### config.mk
export PLATFORM = sky130hd
export DESIGN_NAME = rom_stream_reader_flat
export DESIGN_NICKNAME = d
export VERILOG_FILES = /design/src/rtl/rom_stream_reader_if.sv /design/src/rtl/rom_stream_reader.sv /design/src/flat_wrapper.sv
export SDC_FILE = /design/constraint.sdc
export NUM_CORES = 1
export LEC_CHECK = 0
export ABC_AREA = 1
export CAP_MARGIN = 20
export CELL_PAD_IN_SITES_DETAIL_PLACEMENT = 1
export CELL_PAD_IN_SITES_GLOBAL_PLACEMENT = 1
export CORE_UTILIZATION = 50
export DETAILED_ROUTE_END_ITERATION = 16
export DONT_BUFFER_PORTS = 1
export PLACE_DENSITY_LB_ADDON = 0.1
export SKIP_LAST_GASP = 1
export SYNTH_ARGS = -nofsm -noshare
export SYNTH_HDL_FRONTEND = slang
export SYNTH_SLANG_ARGS = --single-unit
### constraint.sdc
create_clock -name clock -period 3.43 [get_ports clock]
set_input_delay 0.686 -clock clock [delete_from_list [all_inputs] [get_ports clock]]
set_output_delay 0.686 -clock clock [all_outputs]
set_load 0.02 [all_outputs]
### src/rtl/rom_stream_reader_if.sv
// ============================================================================
// Module : rom_stream_reader_if
// Brief  : Valid/ready output stream with last flag for rom_stream_reader.
// Rev    : 1.0  initial release
// ============================================================================
`default_nettype none

interface rom_stream_reader_if #(
   parameter int DATA_WIDTH = 12
);
   logic [DATA_WIDTH-1:0] out_data;
   logic                  out_valid;
   logic                  out_ready;
   logic                  out_last;

   modport master (
      output out_data,
      output out_valid,
      output out_last,
      input  out_ready
   );

   modport slave (
      input  out_data,
      input  out_valid,
      input  out_last,
      output out_ready
   );
endinterface

`default_nettype wire

### src/rtl/rom_stream_reader.sv
// ============================================================================
// Module : rom_stream_reader
// Brief  : Walks a burst of ROM addresses and streams the words out through a
//          3-entry buffer. ROM_STREAM_READER_WRAP_EN wraps addresses at MEM_DEPTH.
// Rev    : 1.0  initial release
// ============================================================================
`default_nettype none

module rom_stream_reader #(
   parameter int DATA_WIDTH = 12,
   parameter int MEM_DEPTH  = 100,
   parameter int ADDR_WIDTH = 7
) (
   input  logic                  clock,
   input  logic                  reset,
   input  logic                  start,
   input  logic [ADDR_WIDTH-1:0] base_addr,
   input  logic [ADDR_WIDTH:0]   count,
   output logic                  busy,
   output logic                  done,
   output logic [ADDR_WIDTH-1:0] rom_address,
   output logic                  rom_enable,
   input  logic [DATA_WIDTH-1:0] rom_data,
   rom_stream_reader_if.master   strm
);

   localparam logic [ADDR_WIDTH-1:0] c_ADDR_ONE = {{(ADDR_WIDTH-1){1'b0}}, 1'b1};
   localparam logic [ADDR_WIDTH:0]   c_CNT_ONE  = {{ADDR_WIDTH{1'b0}}, 1'b1};
   localparam logic [1:0]            c_BUF_LAST = 2'd2;

   typedef enum logic [1:0] {
      S_IDLE  = 2'd0,
      S_RUN   = 2'd1,
      S_DRAIN = 2'd2
   } state_t;

   state_t                  r_state;
   state_t                  w_state_nxt;
   logic [ADDR_WIDTH-1:0]   r_addr;
   logic [ADDR_WIDTH-1:0]   w_addr_inc;
   logic [ADDR_WIDTH:0]     r_remaining;
   logic [ADDR_WIDTH:0]     r_left_out;
   logic                    r_pending;
   logic                    r_done;
   logic [DATA_WIDTH-1:0]   r_buf [0:2];
   logic [1:0]              r_wr_ptr;
   logic [1:0]              r_rd_ptr;
   logic [1:0]              r_buf_count;
   logic [2:0]              w_outstanding;
   logic                    w_valid;
   logic                    w_pop;
   logic                    w_issue;
   logic                    w_accept;
   logic                    w_zero_cmd;
   logic                    w_finish;

`ifdef ROM_STREAM_READER_WRAP_EN
   localparam logic [ADDR_WIDTH-1:0] c_LAST_ADDR = ADDR_WIDTH'(MEM_DEPTH - 1);
   assign w_addr_inc = (r_addr == c_LAST_ADDR) ? '0 : r_addr + c_ADDR_ONE;
`else
   assign w_addr_inc = r_addr + c_ADDR_ONE;
`endif

   // Words already buffered plus the one still coming back from the ROM.
   assign w_outstanding = {1'b0, r_buf_count} + {2'b00, r_pending};
   assign w_valid       = (r_buf_count != 2'd0);
   assign w_pop         = w_valid && strm.out_ready;

   always_comb begin
      w_state_nxt = r_state;
      w_issue     = 1'b0;
      w_accept    = 1'b0;
      w_zero_cmd  = 1'b0;
      w_finish    = 1'b0;
      case (r_state)
         S_IDLE: begin
            if (start) begin
               if (count != '0) begin
                  w_accept    = 1'b1;
                  w_state_nxt = S_RUN;
               end else begin
                  w_zero_cmd  = 1'b1;
               end
            end
         end
         S_RUN: begin
            w_issue = (r_remaining != '0) && (w_outstanding < 3'd3);
            if (w_issue && (r_remaining == c_CNT_ONE)) begin
               w_state_nxt = S_DRAIN;
            end
         end
         S_DRAIN: begin
            if (w_pop && (r_left_out == c_CNT_ONE)) begin
               w_finish    = 1'b1;
               w_state_nxt = S_IDLE;
            end
         end
         default: w_state_nxt = S_IDLE;
      endcase
   end

   always_ff @(posedge clock or posedge reset) begin
      if (reset) begin
         r_state     <= S_IDLE;
         r_addr      <= '0;
         r_remaining <= '0;
         r_left_out  <= '0;
         r_pending   <= 1'b0;
         r_done      <= 1'b0;
      end else begin
         r_state   <= w_state_nxt;
         r_pending <= w_issue;
         r_done    <= w_zero_cmd | w_finish;
         if (w_accept) begin
            r_addr      <= base_addr;
            r_remaining <= count;
            r_left_out  <= count;
         end else begin
            if (w_issue) begin
               r_addr      <= w_addr_inc;
               r_remaining <= r_remaining - c_CNT_ONE;
            end
            if (w_pop) begin
               r_left_out  <= r_left_out - c_CNT_ONE;
            end
         end
      end
   end

   // Capture is unconditional: issue is throttled so a slot is always free.
   always_ff @(posedge clock or posedge reset) begin
      if (reset) begin
         for (int i = 0; i < 3; i++) begin
            r_buf[i] <= '0;
         end
         r_wr_ptr    <= 2'd0;
         r_rd_ptr    <= 2'd0;
         r_buf_count <= 2'd0;
      end else begin
         if (r_pending) begin
            r_buf[r_wr_ptr] <= rom_data;
            r_wr_ptr        <= (r_wr_ptr == c_BUF_LAST) ? 2'd0 : r_wr_ptr + 2'd1;
         end
         if (w_pop) begin
            r_rd_ptr        <= (r_rd_ptr == c_BUF_LAST) ? 2'd0 : r_rd_ptr + 2'd1;
         end
         case ({r_pending, w_pop})
            2'b10:   r_buf_count <= r_buf_count + 2'd1;
            2'b01:   r_buf_count <= r_buf_count - 2'd1;
            default: r_buf_count <= r_buf_count;
         endcase
      end
   end

   assign busy           = (r_state != S_IDLE);
   assign done           = r_done;
   assign rom_address    = r_addr;
   assign rom_enable     = w_issue;
   assign strm.out_valid = w_valid;
   assign strm.out_data  = r_buf[r_rd_ptr];
   assign strm.out_last  = w_valid && (r_left_out == c_CNT_ONE);

endmodule

`default_nettype wire

### src/flat_wrapper.sv
// flat-port wrapper written by rule: the top's interface ports become plain ports
module rom_stream_reader_flat 
#(
   parameter int DATA_WIDTH = 12,
   parameter int MEM_DEPTH  = 100,
   parameter int ADDR_WIDTH = 7
)
  (clock, reset, start, base_addr, count, busy, done, rom_address, rom_enable, rom_data, strm_out_data, strm_out_valid, strm_out_last, strm_out_ready);
  rom_stream_reader_if #(.DATA_WIDTH(DATA_WIDTH)) strm_i ();
  input  logic clock;
  input  logic reset;
  input  logic start;
  input  logic [ADDR_WIDTH-1:0] base_addr;
  input  logic [ADDR_WIDTH:0] count;
  output logic busy;
  output logic done;
  output logic [ADDR_WIDTH-1:0] rom_address;
  output logic rom_enable;
  input  logic [DATA_WIDTH-1:0] rom_data;
  output wire logic [$bits(strm_i.out_data)-1:0] strm_out_data;
  output wire logic [$bits(strm_i.out_valid)-1:0] strm_out_valid;
  output wire logic [$bits(strm_i.out_last)-1:0] strm_out_last;
  input wire logic [$bits(strm_i.out_ready)-1:0] strm_out_ready;
  assign strm_out_data = strm_i.out_data;
  assign strm_out_valid = strm_i.out_valid;
  assign strm_out_last = strm_i.out_last;
  assign strm_i.out_ready = strm_out_ready;
  rom_stream_reader #(.DATA_WIDTH(DATA_WIDTH), .MEM_DEPTH(MEM_DEPTH), .ADDR_WIDTH(ADDR_WIDTH)) u_core (.clock(clock), .reset(reset), .start(start), .base_addr(base_addr), .count(count), .busy(busy), .done(done), .rom_address(rom_address), .rom_enable(rom_enable), .rom_data(rom_data), .strm(strm_i));
endmodule
=== Yosys cells after proc, flatten, opt, wreduce, memory -nomap -nowiden ===
Index checks and enable logic that the tools add are counted.

* Magnitude comparators: 4
* $add $sub $neg: 8
* Bitwise gates (word level): 3
* Equal/unequal tests: 12
* Reduce and logical (&&, ||, !) cells: 15
* Mux-type cells: 29

{| class="wikitable"
|+ Operators by type and width
! kind !! count
|-
| bitwise mux 36 bit || 1
|-
| 2-to-1 mux 12 bit || 3
|-
| 2-to-1 mux 8 bit || 4
|-
| binary-select mux 12 bit (select 2 bit) || 1
|-
| demux 12 bit (select 2 bit) || 1
|-
| equality test 8 x 1 -> 1 bit, second input constant || 2
|-
| nonzero test 8 bit || 2
|-
| subtractor 8 x 1 -> 8 bit, second input constant || 2
|-
| 2-to-1 mux 7 bit || 2
|-
| 2-to-1 mux 2 bit || 6
|-
| nonzero test 2 bit || 5
|-
| 2-to-1 mux 1 bit || 9
|-
| equality test 2 bit, second input constant || 4
|-
| adder 7 x 1 -> 7 bit, second input constant || 1
|-
| adder 2 x 1 -> 2 bit, second input constant || 3
|-
| greater-or-equal comparator 3 bit, second input constant || 2
|-
| logical AND 1 bit || 6
|-
| inequality test 2 x 1 -> 1 bit, second input constant || 3
|-
| NOT 2 -> 3 bit || 2
|-
| case mux 2 bit (3 select lines) || 1
|-
| equality test 2 x 1 -> 1 bit, second input constant || 2
|-
| case mux 2 bit (2 select lines) || 1
|-
| AND reduction 4 bit || 1
|-
| adder 2 x 1 -> 3 bit || 1
|-
| 6 further kinds || 6
|}

* Bits of input ports: 31
* Output and inout port bits: 24
* Register bits after elaboration: 69
* Word-level logic and storage cells: 83

=== Logic depth before layout (Yosys ltp) ===
Gate-level depths: netlist of the first run.

* Depth in word-level cells: 6
* Mapped depth: 9
* Mapped depth without buffers: 9

=== Worst setup path after synthesis of the first run ===
OpenSTA, ideal clock, no wires.

* Kind: register to output
* Start point: reg u_core.r_buf_count[0]
* End point: out rom_enable
* Stages on the path, launching flop included: 6
* Buffers on the path: 0
* Arrival: 1.563 ns
* Slack: 1.181 ns
* Path through: dfrtp_1 > ha_1 > ha_1 > a21oi_2 > inv_2 > nor3_4

* Longest elaborated chain between the ends: 4

{| class="wikitable"
|+ Ends and longest elaborated chain
! item !! RTL line !! source
|-
| start: declaration || rom_stream_reader.sv:48 || <nowiki>logic [1:0] r_buf_count;</nowiki>
|-
| start signal: assignment || rom_stream_reader.sv:148 || <nowiki>2'b10: r_buf_count <= r_buf_count + 2'd1;</nowiki>
|-
| start signal: assignment || rom_stream_reader.sv:149 || <nowiki>2'b01: r_buf_count <= r_buf_count - 2'd1;</nowiki>
|-
| start signal: assignment || rom_stream_reader.sv:150 || <nowiki>default: r_buf_count <= r_buf_count;</nowiki>
|-
| adder 2 x 1 -> 3 bit || rom_stream_reader.sv:65 || <nowiki>assign w_outstanding = {1'b0, r_buf_count} + {2'b00, r_pending};</nowiki>
|-
| < comparator 3 x 2 -> 1 bit || rom_stream_reader.sv:87 || <nowiki>w_issue = (r_remaining != '0) && (w_outstanding < 3'd3);</nowiki>
|-
| logical AND 1 bit || rom_stream_reader.sv:87 ||
|-
| 2-to-1 mux 1 bit || rom_stream_reader.sv:75 || <nowiki>case (r_state)</nowiki>
|-
| end: declaration || flat_wrapper.sv:18 || <nowiki>output logic rom_enable;</nowiki>
|}

Every way passes these cells.

=== Final worst setup path of the first run ===
* Start point: reg u_core.r_pending
* End point: out rom_enable

* Longest elaborated chain between the ends: 4

{| class="wikitable"
|+ Ends and longest elaborated chain
! item !! RTL line !! source
|-
| start: declaration || rom_stream_reader.sv:43 || <nowiki>logic r_pending;</nowiki>
|-
| start signal: assignment || rom_stream_reader.sv:112 || <nowiki>r_pending <= w_issue;</nowiki>
|-
| adder 2 x 1 -> 3 bit || rom_stream_reader.sv:65 ||
|-
| < comparator 3 x 2 -> 1 bit || rom_stream_reader.sv:87 ||
|-
| logical AND 1 bit || rom_stream_reader.sv:87 ||
|-
| 2-to-1 mux 1 bit || rom_stream_reader.sv:75 ||
|}

Every way passes these cells.

==> run metrics, run 1 <==
P_sw=2210 µW; unique cell type count in the Yosys netlist=30; WL per Instance=16.4 µm; Core Rows=31; post-layout util=0.561; DP HPWL=6530 µm; Inserted Diodes=0; postcts setup bufs=0; Setup TNS=0 ns; CTS buffer count=9; slowest stage cell on the critical path=nor3_4; power per cell area=between 1000 and 1500 nW/µm²; Max-Slew Margin vs Limit=0.352; share of post-route cells with drive strength above 1=0.126; Critical Path RT=2.74 ns; cell-internal power=2500 µW; clk_lat worst skew=0.35 ns; final WL=9290 µm; maximum clock path buffer count=2; PortBufs=0; Tcrit/Tclk final=0.822; Crit. End Element=primary output; mux cell area share after synthesis=0; vias per cell=5.36; global-route congestion overflow total=0; CP startpoint kind=flop; largest net degree at the start of global routing=29; largest family of logic cells by synthesized area=simple AND/OR/NAND/NOR gates; Area after DPL=3820 µm²; worst r2r dst=u_core.rom_address[2]$_DFFE_PP0P_; Sw Share=0.469; clock power share=0.192; post-route antenna net violation count=0; worst path arrival time=2.13 ns; die width=88.9 µm; Worst setup startpoint=u_core.r_pending$_DFF_PP0_; Synth Instances=463; Max VDD drop=0.583 mV; worst setup path endpoint=rom_enable; Syn Std Cell Area=roughly 3800 µm²; Avg Synthesized Cell Area=8.16 µm²; first-pass GRT wire length=~15000 µm; number of top-level pins=55; root buffer cell=clkbuf_8; Syn Nets=503; Die H=88.9 µm; Setup WS pre-CTS=1.00 ns; fmax=355 MHz; Iteration-0 DRC Markers=around 190; Worst-Margin Slew=0.970 ns; CP most frequent cell=ha_1; sequential share of power=0.347; filler instances=916; sequential element share of the synthesized area=0.457; detailed-route via count=roughly 3000; die area=just under 8000 µm²; fin. max-slew vios=0; fin nets=503; initial antenna violation count=0; drt first pass iters=4; power share of the combinational group=0.461; fin crit period=2.82 ns; Starting Density=0.518; H-tree depth=3; P_leak=around 0.002 µW; Setup-failing EPs final=0; Max Cap Violations=0; R2R Path Start=u_core.r_pending$_DFF_PP0_; Worst-path clk slew=~0.080 ns; yosys warns=0; worst hold path class=in2async; adder-cell share of the synthesized area=0.0298; number of synthesized register bits=69; Register-to-Register Path Depth=7; CTS-repair resized insts=0; Total GRT Usage=0.255; Clock Skews=0.00985 ns; outcome=finished, final reports clean; max incr delay on CP=0.47 ns; CP max FO=8; RSZ-0062 raised after global routing=false; post-synthesis simple-gate area fraction=0.353; fin worst setup slack=0.612 ns; Hold Violations, Final=0; Hold-fix buffers, CTS=0; critical path class=reg2out; Critical Path, Cell by Cell=ha_1 -> ha_1 -> a21oi_2 -> inv_2 -> nor3_4; total power=4710 µW; post-route cell area=4090 µm²; vias in the first global route=2989; P&R area growth vs syn=8.31%; Core ar.=roughly 7300 µm²; Worst R2R Setup Slack=approximately 1.3 ns; CTS sink count=69; Compound-Gate Fraction of Synth Area=0.0632; drt drc=0; CTS tree=done; XOR/XNOR Fraction of Synth Area=0.0278; Routability Congestion=~0.77
## layout make-up
| cell class | count | area (µm²) | share of cell area |
|---|---|---|---|
| Sequential cell | 69 | 1730 | 0.422 |
| Clock buffer | 9 | 124 | 0.0303 |
| Multi-Input combinational cell | 339 | 1790 | 0.437 |
| Clock inverter | 7 | 145 | 0.0355 |
| Tap cell | 99 | 124 | 0.0303 |
| Inverter | 40 | 155 | 0.0379 |
| Timing Repair Buffer | 4 | 30.0 | 0.00733 |
## sequential cells by signal, summed over array words and instances, names as in the netlist, 2 cells and up
register / flops
u_core.r_buf: 36
u_core.r_buf_count: 2
u_core.r_left_out: 8
u_core.r_rd_ptr: 2
u_core.r_remaining: 8
u_core.r_state: 2
u_core.r_wr_ptr: 2
u_core.rom_address: 7
## worst min-delay path by stage
stage	cells after the start	endpoint	start
floorplan	2	u_core.r_buf[10]$_DFFE_PP0P_	u_core.r_buf[10]$_DFFE_PP0P_
global placement	2	u_core.r_buf[35]$_DFFE_PP0P_	u_core.r_buf[35]$_DFFE_PP0P_
detailed placement	2	u_core.r_buf[26]$_DFFE_PP0P_	u_core.r_buf[26]$_DFFE_PP0P_
CTS	1	u_core.r_buf[7]$_DFFE_PP0P_	reset
global route	1	u_core.r_buf[19]$_DFFE_PP0P_	reset
finish	1	u_core.r_buf[7]$_DFFE_PP0P_	reset
## per-stage QoR
| stage | hold WS, ns | std cells |
|---|---|---|
| 2_1_floorplan | 0.453 | 463 |
| 3_3_place_gp | 0.466 | 551 |
| 3_5_place_dp | 0.478 | 551 |
| 4_1_cts | 0.278 | 567 |
| 5_1_grt | 0.296 | 567 |
| 6_report | 0.268 | 567 |
## power groups by stage
stage	Combinational, µW	Sequential, µW	Clock (µW)
global route	2490	1690	944
finish	2170	1630	906
detailed placement	2190	1640	0
floorplan	1860	1520	0
global placement	2090	1620	0
CTS	2220	1630	911
## synthesized netlist by cell type, drive strengths merged
cell / count / area, µm²
nand3b: 5 / 37.5
nand3: 87 / 526
nor3: 1 / 16.3
xnor2: 5 / 43.8
buf: 9 / 86.3
o21ai: 45 / 225
xor2: 7 / 61.3
nand2: 143 / 568
a21oi: 2 / 13.8
and2: 1 / 6.26
inv: 40 / 155
nand4: 2 / 12.5
nor2: 32 / 166
dfrtp: 69 / 1730
clkbuf: 6 / 22.5
ha: 9 / 113
## per-layer routing
metal  up-vias  global-route usage  wire (µm)
li1       1500                   -          -
met4         0              0.0808        141
met1      1487               0.343       4300
met2        41               0.434       4620
met5         -                   0          0
met3        11              0.0323        231
## cells by family after synthesis
| logic type | after synthesis |
|---|---|
| AO/OA/AOI/OAI | 47 |
| XOR/XNOR | 12 |
| adder cells (fa/ha/maj) | 9 |
| buffers and inverters | 55 |
| flip-flops | 69 |
| AND/OR/NAND/NOR | 271 |
## worst max-delay path: cells and delay by family, from the launching register on
family	cells	cell delay, ns
and+or+nand+nor	1	0.47
AOI/OAI and AO/OA	1	0.25
buffers and inverters	1	0.11
DFF	1	0.45
adders and majority gates	2	0.51
## cell usage in the layout, fill, tap and decap left out
master	n
a21oi_1	1
a21oi_2	1
and2_1	1
buf_4	4
bufinv_16	4
clkbuf_8	9
clkinvlp_4	1
dfrtp_1	69
ha_1	9
inv_1	28
inv_2	10
inv_4	2
inv_6	2
nand2_1	138
nand2_2	3
nand2_4	1
nand2_8	1
nand3_1	72
nand3_2	13
nand3_4	2
nand3b_1	5
nand4_1	2
nor2_1	27
nor2_4	4
nor2_8	1
nor3_4	1
o21ai_0	13
o21ai_1	32
xnor2_1	5
xor2_1	7
Note: power is estimated with default switching activity, not from simulation.
==> inputs of run 2 (changes only) <==
--- a/config.mk
+++ b/config.mk
@@ -9,7 +9,7 @@
 export CAP_MARGIN = 20
 export CELL_PAD_IN_SITES_DETAIL_PLACEMENT = 1
 export CELL_PAD_IN_SITES_GLOBAL_PLACEMENT = 1
-export CORE_UTILIZATION = 50
+export CORE_UTILIZATION = 47
 export DETAILED_ROUTE_END_ITERATION = 16
 export DONT_BUFFER_PORTS = 1
 export PLACE_DENSITY_LB_ADDON = 0.1
==> constraint.sdc (replaced) <==
create_clock -name clock -period 2.9 [get_ports clock]
set_input_delay 0.58 -clock clock [delete_from_list [all_inputs] [get_ports clock]]
set_output_delay 0.58 -clock clock [all_outputs]
set_load 0.02 [all_outputs]
==> run 2 against run 1 <==
Final area shrank 1.4%. Sequential power increased by 17%. Cell count increased by 0.71%. Clock skew is 0.00050 ns lower. Clock power shrank 10%. Highest routed layer unchanged.
==> run metrics, run 2 (synthesized netlist as in run 1, its figures left out) <==
post-route cell area=4040 µm²; drt drc=0; WL per Instance=15.9 µm; CTS tree=done; Setup WS pre-CTS=0.610 ns; worst path arrival time=2.07 ns; vias per cell=between 5 and 6; Core ar.=7770 µm²; area of the multi-input gates=approximately 1800 µm²; initial antenna violation count=0; register area=1730 µm²; max FFs per register=36; PortBufs=0; outcome=finished, final reports clean; drt first pass iters=4; Max VDD drop=approximately 0.66 mV; maximum clock path buffer count=2; Crit. End Element=primary output; Register-to-Register Path Depth=7; clk_lat worst skew=0.35 ns; fin worst setup slack=0.247 ns; fin nets=roughly 500; Hold-fix buffers, CTS=0; Die H=91.7 µm; detailed-route via count=3044; Routability Congestion=0.850; worst hold path class=in2async; Tcrit/Tclk final=0.915; fin. max-slew vios=0; filler instances=979; Setup TNS=0 ns; Starting Density=0.487; CP startpoint kind=flop; post-route antenna net violation count=0; CTS buffer count=9; DP HPWL=around 6400 µm; H-tree depth=3; RSZ-0062 raised after global routing=false; Critical Path RT=approximately 2.3 ns; critical path class=reg2out; Max-Slew Margin vs Limit=0.353; die area=about 8400 µm²; Setup-failing EPs final=0; final WL=9080 µm; largest net degree at the start of global routing=70; CTS-repair resized insts=0; first-pass GRT wire length=15700 µm; vias in the first global route=3086; CP max FO=8; root buffer cell=clkbuf_8; Top reg by flops=u_core.r_buf; Worst-Margin Slew=0.968 ns; Core Rows=32; fin crit period=2.65 ns; Area after DPL=approximately 3800 µm²; Iteration-0 DRC Markers=155; CTS sink count=69; commonest cells after routing, fill and taps aside=138 x nand2_1, 72 x nand3_1, 69 x dfrtp_1; Max Cap Violations=0; P_leak=0.00198 µW; commonest non-fill, non-tap cell in the layout=nand2_1; Inserted Diodes=0; post-layout util=0.520; total power=5300 µW; share of post-route cells with drive strength above 1=0.126; fmax=377 MHz; P&R area growth vs syn=6.79%; number of top-level pins=55; global-route congestion overflow total=0; Total GRT Usage=0.244; power per cell area=around 1300 nW/µm²; Clock Skews=approximately 0.0094 ns; biggest regs=u_core.r_buf: 36 flops, u_core.r_left_out: 8 flops, u_core.r_remaining: 8 flops; Hold Violations, Final=0; postcts setup bufs=0; Worst-path clk slew=0.08 ns; die width=91.7 µm
## run 2: cell types whose count changed in the layout (fill, tap and decap cells not counted), sizes merged
cell,previous run,this run
clkbuf,9,11
inv,42,41
clkinvlp,1,2
clkinv,0,1
bufinv,4,1
buf,4,5
## run 2: final cells by class
cell class,instances,area share
Multi-Input combinational cell,339,0.443
Sequential cell,69,0.428
Inverter,40,0.0384
Clock buffer,11,0.0350
Tap cell,102,0.0316
Clock inverter,5,0.0146
Timing Repair Buffer,5,0.00930
## run 2: per-layer routing
layer  track usage  vias up  wire length, µm
li1              -     1505                -
met1         0.335     1479             4340
met2         0.385       51             4330
met3        0.0564        9              304
met4        0.0767        0              112
met5             0        -                0
## run 2: per-stage QoR
stage / std cells / hold WS, ns
after detailed placement: 555 / 0.474
final: 571 / 0.355
after CTS: 571 / 0.350
after floorplan: 463 / 0.453
after global placement: 555 / 0.472
after global routing: 571 / 0.356
## run 2: critical path, stage by stage, from the launching register on
cell     delay (ns)
dfrtp_1        0.43
ha_1           0.22
ha_1           0.30
a21oi_2        0.22
inv_2          0.10
nor3_4         0.45
## run 2: power breakdown
part / total, µW / internal, µW / leakage (µW) / switching [µW]
clock: 815 / 423 / 0.0000959 / 392
sequential: 1910 / 1440 / 0.000849 / 471
combinational: 2570 / 870 / 0.00103 / 1700
## run 2: worst paths after layout
check | startpoint | to | slack [ns]
max | u_core.r_buf_count[0]$_DFFE_PP0P_ | rom_enable | 0.25
min | reset | u_core.r_left_out[6]$_DFFE_PP0P_ | 0.36
max reg2reg | u_core.r_buf_count[0]$_DFFE_PP0P_ | u_core.r_remaining[7]$_DFFE_PP0P_ | 0.89
min reg2reg | u_core.r_buf[6]$_DFFE_PP0P_ | u_core.r_buf[6]$_DFFE_PP0P_ | 0.49
max in group asynchronous | reset | u_core.r_left_out[7]$_DFFE_PP0P_ | 1.96
min in group clock | base_addr[6] | u_core.rom_address[6]$_DFFE_PP0P_ | 0.36
